$ cat src/rtl/ge_mon_pkg.sv
// rtl/ge_mon_pkg.sv - shared types and widths for the threshold monitor
package ge_mon_pkg;

  localparam int DATA_W = 6;
  localparam int RUN_W  = 4;

  typedef enum logic [1:0] {
    IDLE     = 2'd0,
    ARMING   = 2'd1,
    ALARM    = 2'd2,
    CLEARING = 2'd3
  } state_t;

endpackage

$ cat src/rtl/ge_cmp6.sv
// rtl/ge_cmp6.sv - combinational 6-bit unsigned a >= b
module ge_cmp6
  import ge_mon_pkg::*;
(
  input  logic [DATA_W-1:0] i_a,
  input  logic [DATA_W-1:0] i_b,
  output logic              o_ge
);

  logic [2:0] w_gt;
  logic [2:0] w_eq;

  for (genvar k = 0; k < 3; k++) begin : g_slice
    assign w_gt[k] = (i_a[2*k +: 2] >  i_b[2*k +: 2]);
    assign w_eq[k] = (i_a[2*k +: 2] == i_b[2*k +: 2]);
  end

  // Most significant differing slice decides; all-equal counts as >=.
  assign o_ge = w_gt[2] | (w_eq[2] & (w_gt[1] | (w_eq[1] & (w_gt[0] | w_eq[0]))));

endmodule

$ cat src/rtl/ge_threshold_monitor.sv
// rtl/ge_threshold_monitor.sv - sample >= threshold compare with debounced alarm and event count
module ge_threshold_monitor
  import ge_mon_pkg::*;
#(
  parameter int                CNT_ON  = 3,
  parameter int                CNT_OFF = 3,
  parameter int                EVT_W   = 8,
  parameter logic [DATA_W-1:0] THR_RST = 6'h20
) (
  input  logic              clk,
  input  logic              reset_n,
  input  logic              thr_wr,
  input  logic [DATA_W-1:0] thr_in,
  input  logic              s_valid,
  input  logic [DATA_W-1:0] s_data,
  output logic              s_ready,
  output logic              ge_valid,
  output logic              ge_out,
  output logic              alarm,
  output logic              alarm_rise,
  input  logic              evt_clr,
  output logic [EVT_W-1:0]  evt_cnt
);

  if (CNT_ON < 1 || CNT_ON > 15) begin : g_bad_cnt_on
    $error("CNT_ON must be in 1..15");
  end
  if (CNT_OFF < 1 || CNT_OFF > 15) begin : g_bad_cnt_off
    $error("CNT_OFF must be in 1..15");
  end

  localparam logic [RUN_W-1:0] ON_L  = RUN_W'(CNT_ON);
  localparam logic [RUN_W-1:0] OFF_L = RUN_W'(CNT_OFF);

  state_t            r_state;
  state_t            w_state_nxt;
  logic [RUN_W-1:0]  r_cnt;
  logic [RUN_W-1:0]  w_cnt_nxt;
  logic [RUN_W-1:0]  w_cnt_inc;
  logic [DATA_W-1:0] r_thr;
  logic              w_accept;
  logic              w_ge;
  logic              w_alarm_nxt;
  logic              w_rise_nxt;
  logic              r_ge_valid;
  logic              r_ge_out;
  logic              r_alarm;
  logic              r_rise;
  logic [EVT_W-1:0]  r_evt;

  assign s_ready   = !thr_wr;
  assign w_accept  = s_valid & s_ready;
  assign w_cnt_inc = r_cnt + 1'b1;

  ge_cmp6 u_cmp (
    .i_a  (s_data),
    .i_b  (r_thr),
    .o_ge (w_ge)
  );

  always_ff @(posedge clk or negedge reset_n) begin
    if (!reset_n) begin
      r_state <= IDLE;
      r_cnt   <= '0;
    end else begin
      r_state <= w_state_nxt;
      r_cnt   <= w_cnt_nxt;
    end
  end

  // A threshold write abandons any partial run and falls back to the settled level.
  always_comb begin
    w_state_nxt = r_state;
    w_cnt_nxt   = r_cnt;
    if (thr_wr) begin
      w_cnt_nxt = '0;
      if (r_state == ARMING)   w_state_nxt = IDLE;
      if (r_state == CLEARING) w_state_nxt = ALARM;
    end else if (w_accept) begin
      case (r_state)
        IDLE: begin
          if (w_ge) begin
            if (ON_L == 4'd1) begin
              w_state_nxt = ALARM;
            end else begin
              w_state_nxt = ARMING;
              w_cnt_nxt   = 4'd1;
            end
          end
        end
        ARMING: begin
          if (!w_ge) begin
            w_state_nxt = IDLE;
            w_cnt_nxt   = '0;
          end else if (w_cnt_inc == ON_L) begin
            w_state_nxt = ALARM;
            w_cnt_nxt   = '0;
          end else begin
            w_cnt_nxt   = w_cnt_inc;
          end
        end
        ALARM: begin
          if (!w_ge) begin
            if (OFF_L == 4'd1) begin
              w_state_nxt = IDLE;
            end else begin
              w_state_nxt = CLEARING;
              w_cnt_nxt   = 4'd1;
            end
          end
        end
        CLEARING: begin
          if (w_ge) begin
            w_state_nxt = ALARM;
            w_cnt_nxt   = '0;
          end else if (w_cnt_inc == OFF_L) begin
            w_state_nxt = IDLE;
            w_cnt_nxt   = '0;
          end else begin
            w_cnt_nxt   = w_cnt_inc;
          end
        end
        default: begin
          w_state_nxt = IDLE;
          w_cnt_nxt   = '0;
        end
      endcase
    end
  end

  always_comb begin
    w_alarm_nxt = (w_state_nxt == ALARM) || (w_state_nxt == CLEARING);
    w_rise_nxt  = (w_state_nxt == ALARM) && ((r_state == IDLE) || (r_state == ARMING));
  end

  always_ff @(posedge clk or negedge reset_n) begin
    if (!reset_n) begin
      r_thr      <= THR_RST;
      r_ge_valid <= 1'b0;
      r_ge_out   <= 1'b0;
      r_alarm    <= 1'b0;
      r_rise     <= 1'b0;
      r_evt      <= '0;
    end else begin
      if (thr_wr) r_thr <= thr_in;
      r_ge_valid <= w_accept;
      if (w_accept) r_ge_out <= w_ge;
      r_alarm <= w_alarm_nxt;
      r_rise  <= w_rise_nxt;
      if (evt_clr) begin
        r_evt <= w_rise_nxt ? EVT_W'(1) : '0;
      end else if (w_rise_nxt && (r_evt != {EVT_W{1'b1}})) begin
        r_evt <= r_evt + 1'b1;
      end
    end
  end

  assign ge_valid   = r_ge_valid;
  assign ge_out     = r_ge_out;
  assign alarm      = r_alarm;
  assign alarm_rise = r_rise;
  assign evt_cnt    = r_evt;

endmodule

$ cat config.mk
export PLATFORM = sky130hd
export DESIGN_NAME = ge_threshold_monitor
export DESIGN_NICKNAME = d
export VERILOG_FILES = /design/src/rtl/ge_mon_pkg.sv /design/src/rtl/ge_cmp6.sv /design/src/rtl/ge_threshold_monitor.sv
export SDC_FILE = /design/constraint.sdc
export NUM_CORES = 1
export LEC_CHECK = 0
export CELL_PAD_IN_SITES_DETAIL_PLACEMENT = 2
export CELL_PAD_IN_SITES_GLOBAL_PLACEMENT = 2
export CORE_ASPECT_RATIO = 0.8
export CORE_MARGIN = 10
export CORE_UTILIZATION = 31
export CTS_CLUSTER_DIAMETER = 150
export DETAILED_ROUTE_END_ITERATION = 16
export PLACE_DENSITY = 0.75
export SLEW_MARGIN = 15
export SYNTH_ARGS = -nofsm -noshare
export SYNTH_HDL_FRONTEND = slang
export SYNTH_SLANG_ARGS = --single-unit
$ cat constraint.sdc
create_clock -name clk -period 2.54 [get_ports clk]
set_input_delay 0.508 -clock clk [delete_from_list [all_inputs] [get_ports clk]]
set_output_delay 0.508 -clock clk [all_outputs]
set_load 0.01 [all_outputs]
==> key figures <==
Worst hold path
  • Hold Startpoint: r_thr[4]$_DFFE_PN0P_
  • Worst Hold Class: flip-flop to flip-flop
  • Worst Hold Depth: 1
  • Endpoint of the worst hold path: r_thr[4]$_DFFE_PN0P_

Clock network
  • Hold buffers post-CTS: 0
  • Clock tree from TritonCTS: built
  • Worst-skew pair later-pin latency: 0.26 ns
  • Count of clock tree sinks: 24
  • Inserted Clock Buffers: 3
  • Clock transition at the register clock pins on the worst setup and hold paths after CTS: 0.08 ns
  • Maximum count of clock buffers along a single path: 2
  • CTS root buffer: sky130_fd_sc_hd__clkbuf_8
  • # H-tree levels: 1

Placement
  • Post-detailed-placement half-perimeter wirelength: 4080 um
  • Gpl congestion: 0.794
  • Cell count after placement: 261
  • Port Buffer Count: 29

Power
  • Internal power summed over all cells: 623 uW
  • Switching fraction of total power: 27.6%
  • Register share of total power: 48.1%
  • Switching power: 237 uW
  • Maximum vdd drop: 0.263 mV
  • Clk network pwr share: 26.5%
  • Fraction of power consumed by combinational cells: 25.4%
  • Pwr dens: 408 nW/um^2
  • Leakage Power: 0.869 nW

Flow run
  • MaxCap Viol Count: 0

Floorplan
  • Number of placed I/O pins: 30
  • Horizontal extent of the die: 98.1 um
  • DIE AREA: 8100 um^2
  • Number of cell rows: 22
  • Starting density of the core: 32.5%
  • Die extent in y: 82.5 um
  • Area of the core: 4650 um^2

Timing
  • Max Clock Skew: 0.00611 ns
  • Setup TNS: 0 ns
  • Slew Viols, Final: 0
  • Highest clock rate: 411 MHz
  • Actual slew at the worst max-slew pin: 0.595 ns
  • Period utilization: 95.8%
  • Fin crit period: 2.43 ns
  • Headroom to the max-slew limit: 60.2%
  • Finish-stage setup viols: 0
  • Endpoints failing hold: 0

GRT
  • Pin count of the biggest net entering global routing: 16
  • Final global-route overflow total: 0
  • First-pass GRT wire length: 8190 um
  • GRT Total Usage: 12.4%
  • Antenna violations before repair: 0
  • Vias in the first global route: 1537

Synth
  • Distinct cells, synth: 37
  • Area share of the largest cell type after synthesis: 38.0%
  • Register bit count reported by yosys: 24
  • Post-synth net total: 183
  • Number of synthesis warnings: 0
  • Cell type contributing the most total cell area after synthesis: sky130_fd_sc_hd__dfrtp_1
  • Cells taking the most area after synthesis: sky130_fd_sc_hd__dfrtp_1, sky130_fd_sc_hd__ha_1, sky130_fd_sc_hd__nor4_2
  • Summed instance area of the synthesized netlist: 1510 um^2
  • Synthesized area divided by synthesized cell count: 9.64 um^2
  • Share of synthesized area occupied by flip-flops and latches: 39.8%
  • Cell count after synthesis: 157

Cells and area
  • Total inserted antenna cells: 0
  • Area Growth Syn to Fin: 39.1%
  • Post-layout nets: 232
  • Post-Layout Cell Count: 265
  • Fraction of layout cells with a size suffix above 1: 20.5%

Setup path
  • R2r worst-path depth: 6
  • Start-to-end type of the worst setup path: input pin to flip-flop
  • Critical path's largest stage delay: 0.46 ns
  • Kind of end point of the critical path: flip-flop
  • Maximum net fanout on the critical path: 9
  • Critical path's slowest cell: sky130_fd_sc_hd__clkdlybuf4s50_1
  • Largest delay contributor family on the critical path: buffers and inverters
  • Critical R2R Launch: r_cnt[1]$_DFFE_PN0P_
  • Crit path launch type: input pin
  • Critical Path, Cell by Cell: clkdlybuf4s50_1 > inv_1 > ha_1 > nand3b_1 > a211o_1 > nand4_1 > buf_4 > nor4_4 > mux2_1
  • Required time of the worst setup path: 2.68 ns
  • R2r endpoint: evt_cnt[4]$_DFFE_PN0P_
  • Critical Path AT: 2.58 ns
  • Crit path buf inv count: 3
  • Worst reg2reg setup slack: 0.20 ns

Detailed routing
  • Length of the first detailed-routing pass in iterations: 4
  • Average wire length per cell after detail routing: 19.0 um
  • First-iteration detailed-routing DRC count: 34
  • Post-detailed-route DRC marker count: 0
  • Routed vias: 1383
  • Via density per instance: 5.22
  • Routed wire length: 5040 um
  • Number of nets still failing antenna checks after routing: 0

Outcome
  • Result of the run: finished, final reports clean
metal layers:
layer  wire [um]  share of wire, %  global-route usage, %  vias up
met1        2340                47                   15.2      700
li1            -                 -                      -      670
met3         134               2.7                   3.32        2
met2        2540                50                   22.2       11
met4          16              0.32                   1.29        0
met5           0                 0                      0        -
kinds of logic (layout without fill, tap and decap cells):
kind of cell,Yosys count,count (layout),synth area share (%)
muxes,10,10,7.44
and+or+nand+nor,59,59,23.3
adders and majority gates,9,9,7.44
AOI/OAI and AO/OA,33,33,16.1
buffers and inverters,22,70,5.95
DFF,24,24,39.8
synth_stat cells:
library cell                number
sky130_fd_sc_hd__a211o_1         3
sky130_fd_sc_hd__a211oi_1        2
sky130_fd_sc_hd__a21bo_1         1
sky130_fd_sc_hd__a21o_1          1
sky130_fd_sc_hd__a21oi_1         3
sky130_fd_sc_hd__a221oi_1        1
sky130_fd_sc_hd__a311oi_1        1
sky130_fd_sc_hd__a31oi_1         2
sky130_fd_sc_hd__a41oi_2         1
sky130_fd_sc_hd__and2b_1         1
sky130_fd_sc_hd__and3_1          1
sky130_fd_sc_hd__and4_1          2
sky130_fd_sc_hd__buf_6           1
sky130_fd_sc_hd__clkbuf_1        3
sky130_fd_sc_hd__dfrtp_1        23
sky130_fd_sc_hd__dfstp_2         1
sky130_fd_sc_hd__ha_1            9
sky130_fd_sc_hd__inv_1          18
sky130_fd_sc_hd__mux2_1          5
sky130_fd_sc_hd__mux2_2          5
sky130_fd_sc_hd__nand2_1         8
sky130_fd_sc_hd__nand2b_1        4
sky130_fd_sc_hd__nand3_1         6
sky130_fd_sc_hd__nand3b_1        2
sky130_fd_sc_hd__nand4_1         3
sky130_fd_sc_hd__nor2_1         11
sky130_fd_sc_hd__nor2b_1         6
sky130_fd_sc_hd__nor3_1          6
sky130_fd_sc_hd__nor4_1          2
sky130_fd_sc_hd__nor4_2          6
sky130_fd_sc_hd__o2111ai_1       3
sky130_fd_sc_hd__o211ai_1        3
sky130_fd_sc_hd__o21ai_0         7
sky130_fd_sc_hd__o221ai_1        1
sky130_fd_sc_hd__o31ai_1         3
sky130_fd_sc_hd__o41ai_1         1
sky130_fd_sc_hd__or3_1           1
metrics by stage:
stage                     setup WS [ns]  utilization (%)  hold slack, ns  power, mW  area [um^2]
final                             0.106             45.3           0.527      0.859         2110
after global routing            -0.0101             45.3           0.559      0.922         2110
after CTS                     -0.000487             43.9           0.535      0.866         2040
after detailed placement         -0.283             43.0           0.508      0.631         2000
after global placement           -0.130             43.0           0.495      0.613         2000
after floorplan                   0.322                -           0.212      0.507         1510
registers in the layout, summed over array words and instances, names as in the netlist:
signal and flops:
alarm 1, alarm_rise 1, evt_cnt 8, ge_out 1, ge_valid 1, r_cnt 4
r_state 2, r_thr 6
cell type report:
cell class	instances	area [um^2]
Timing Repair Buffer	48	433
Clock buffer	4	45.0
Fill cell	506	2550
Sequential cell	24	602
Tap cell	60	75.1
Inverter	18	67.6
Multi-Input combinational cell	111	883
cells in the final DEF (no fill, tap or decap), types with 2 or more instances in the layout:
cell                               n
sky130_fd_sc_hd__ha_1              9
sky130_fd_sc_hd__nand3b_1          2
sky130_fd_sc_hd__clkdlybuf4s50_1  29
sky130_fd_sc_hd__inv_1            18
sky130_fd_sc_hd__a211o_1           3
sky130_fd_sc_hd__dfrtp_1          23
sky130_fd_sc_hd__clkbuf_8          3
sky130_fd_sc_hd__o21ai_0           7
sky130_fd_sc_hd__o2111ai_1         3
sky130_fd_sc_hd__a31oi_1           2
sky130_fd_sc_hd__nor4_4            3
sky130_fd_sc_hd__buf_4            19
sky130_fd_sc_hd__mux2_1            5
sky130_fd_sc_hd__nor2_1           11
sky130_fd_sc_hd__nand2b_1          3
sky130_fd_sc_hd__o211ai_1          3
sky130_fd_sc_hd__nor4_2            3
sky130_fd_sc_hd__nor4_1            2
sky130_fd_sc_hd__nor3_1            4
sky130_fd_sc_hd__nand3_1           6
sky130_fd_sc_hd__a211oi_2          2
sky130_fd_sc_hd__a21oi_1           3
sky130_fd_sc_hd__nor2b_1           6
sky130_fd_sc_hd__and4_1            2
sky130_fd_sc_hd__nand2_1           7
sky130_fd_sc_hd__nand4_1           3
sky130_fd_sc_hd__o31ai_1           3
sky130_fd_sc_hd__nor3_2            2
sky130_fd_sc_hd__mux2_2            5
repair_timing:
item / 4_1_cts / 5_1_grt
endpoints found under the hold margin: 0 / 0
endpoints found under the setup margin: 1 / 11
gates resized for setup: 0 / 10
setup buffers: 0 / 0
pin swaps: 0 / 1
power groups by stage:
stage	registers, mW	clock network [mW]	logic, mW
floorplan	0.422	0	0.0846
global placement	0.419	0	0.194
detailed placement	0.422	0	0.209
CTS	0.414	0.241	0.210
global route	0.417	0.265	0.241
finish	0.413	0.228	0.218
worst max-delay path by stage:
stage,to,start,slack [ns],cells after the start
floorplan,evt_cnt[3]$_DFFE_PN0P_,r_thr[5]$_DFFE_PN1P_,0.32,7
global placement,evt_cnt[4]$_DFFE_PN0P_,s_data[4],-0.13,9
detailed placement,r_cnt[3]$_DFFE_PN0P_,s_data[2],-0.28,9
CTS,r_cnt[3]$_DFFE_PN0P_,s_data[2],-0.0005,9
global route,r_cnt[3]$_DFFE_PN0P_,s_data[4],-0.01,9
finish,evt_cnt[4]$_DFFE_PN0P_,s_data[2],0.11,9
No activity file was read; power rests on OpenSTA's default activity.
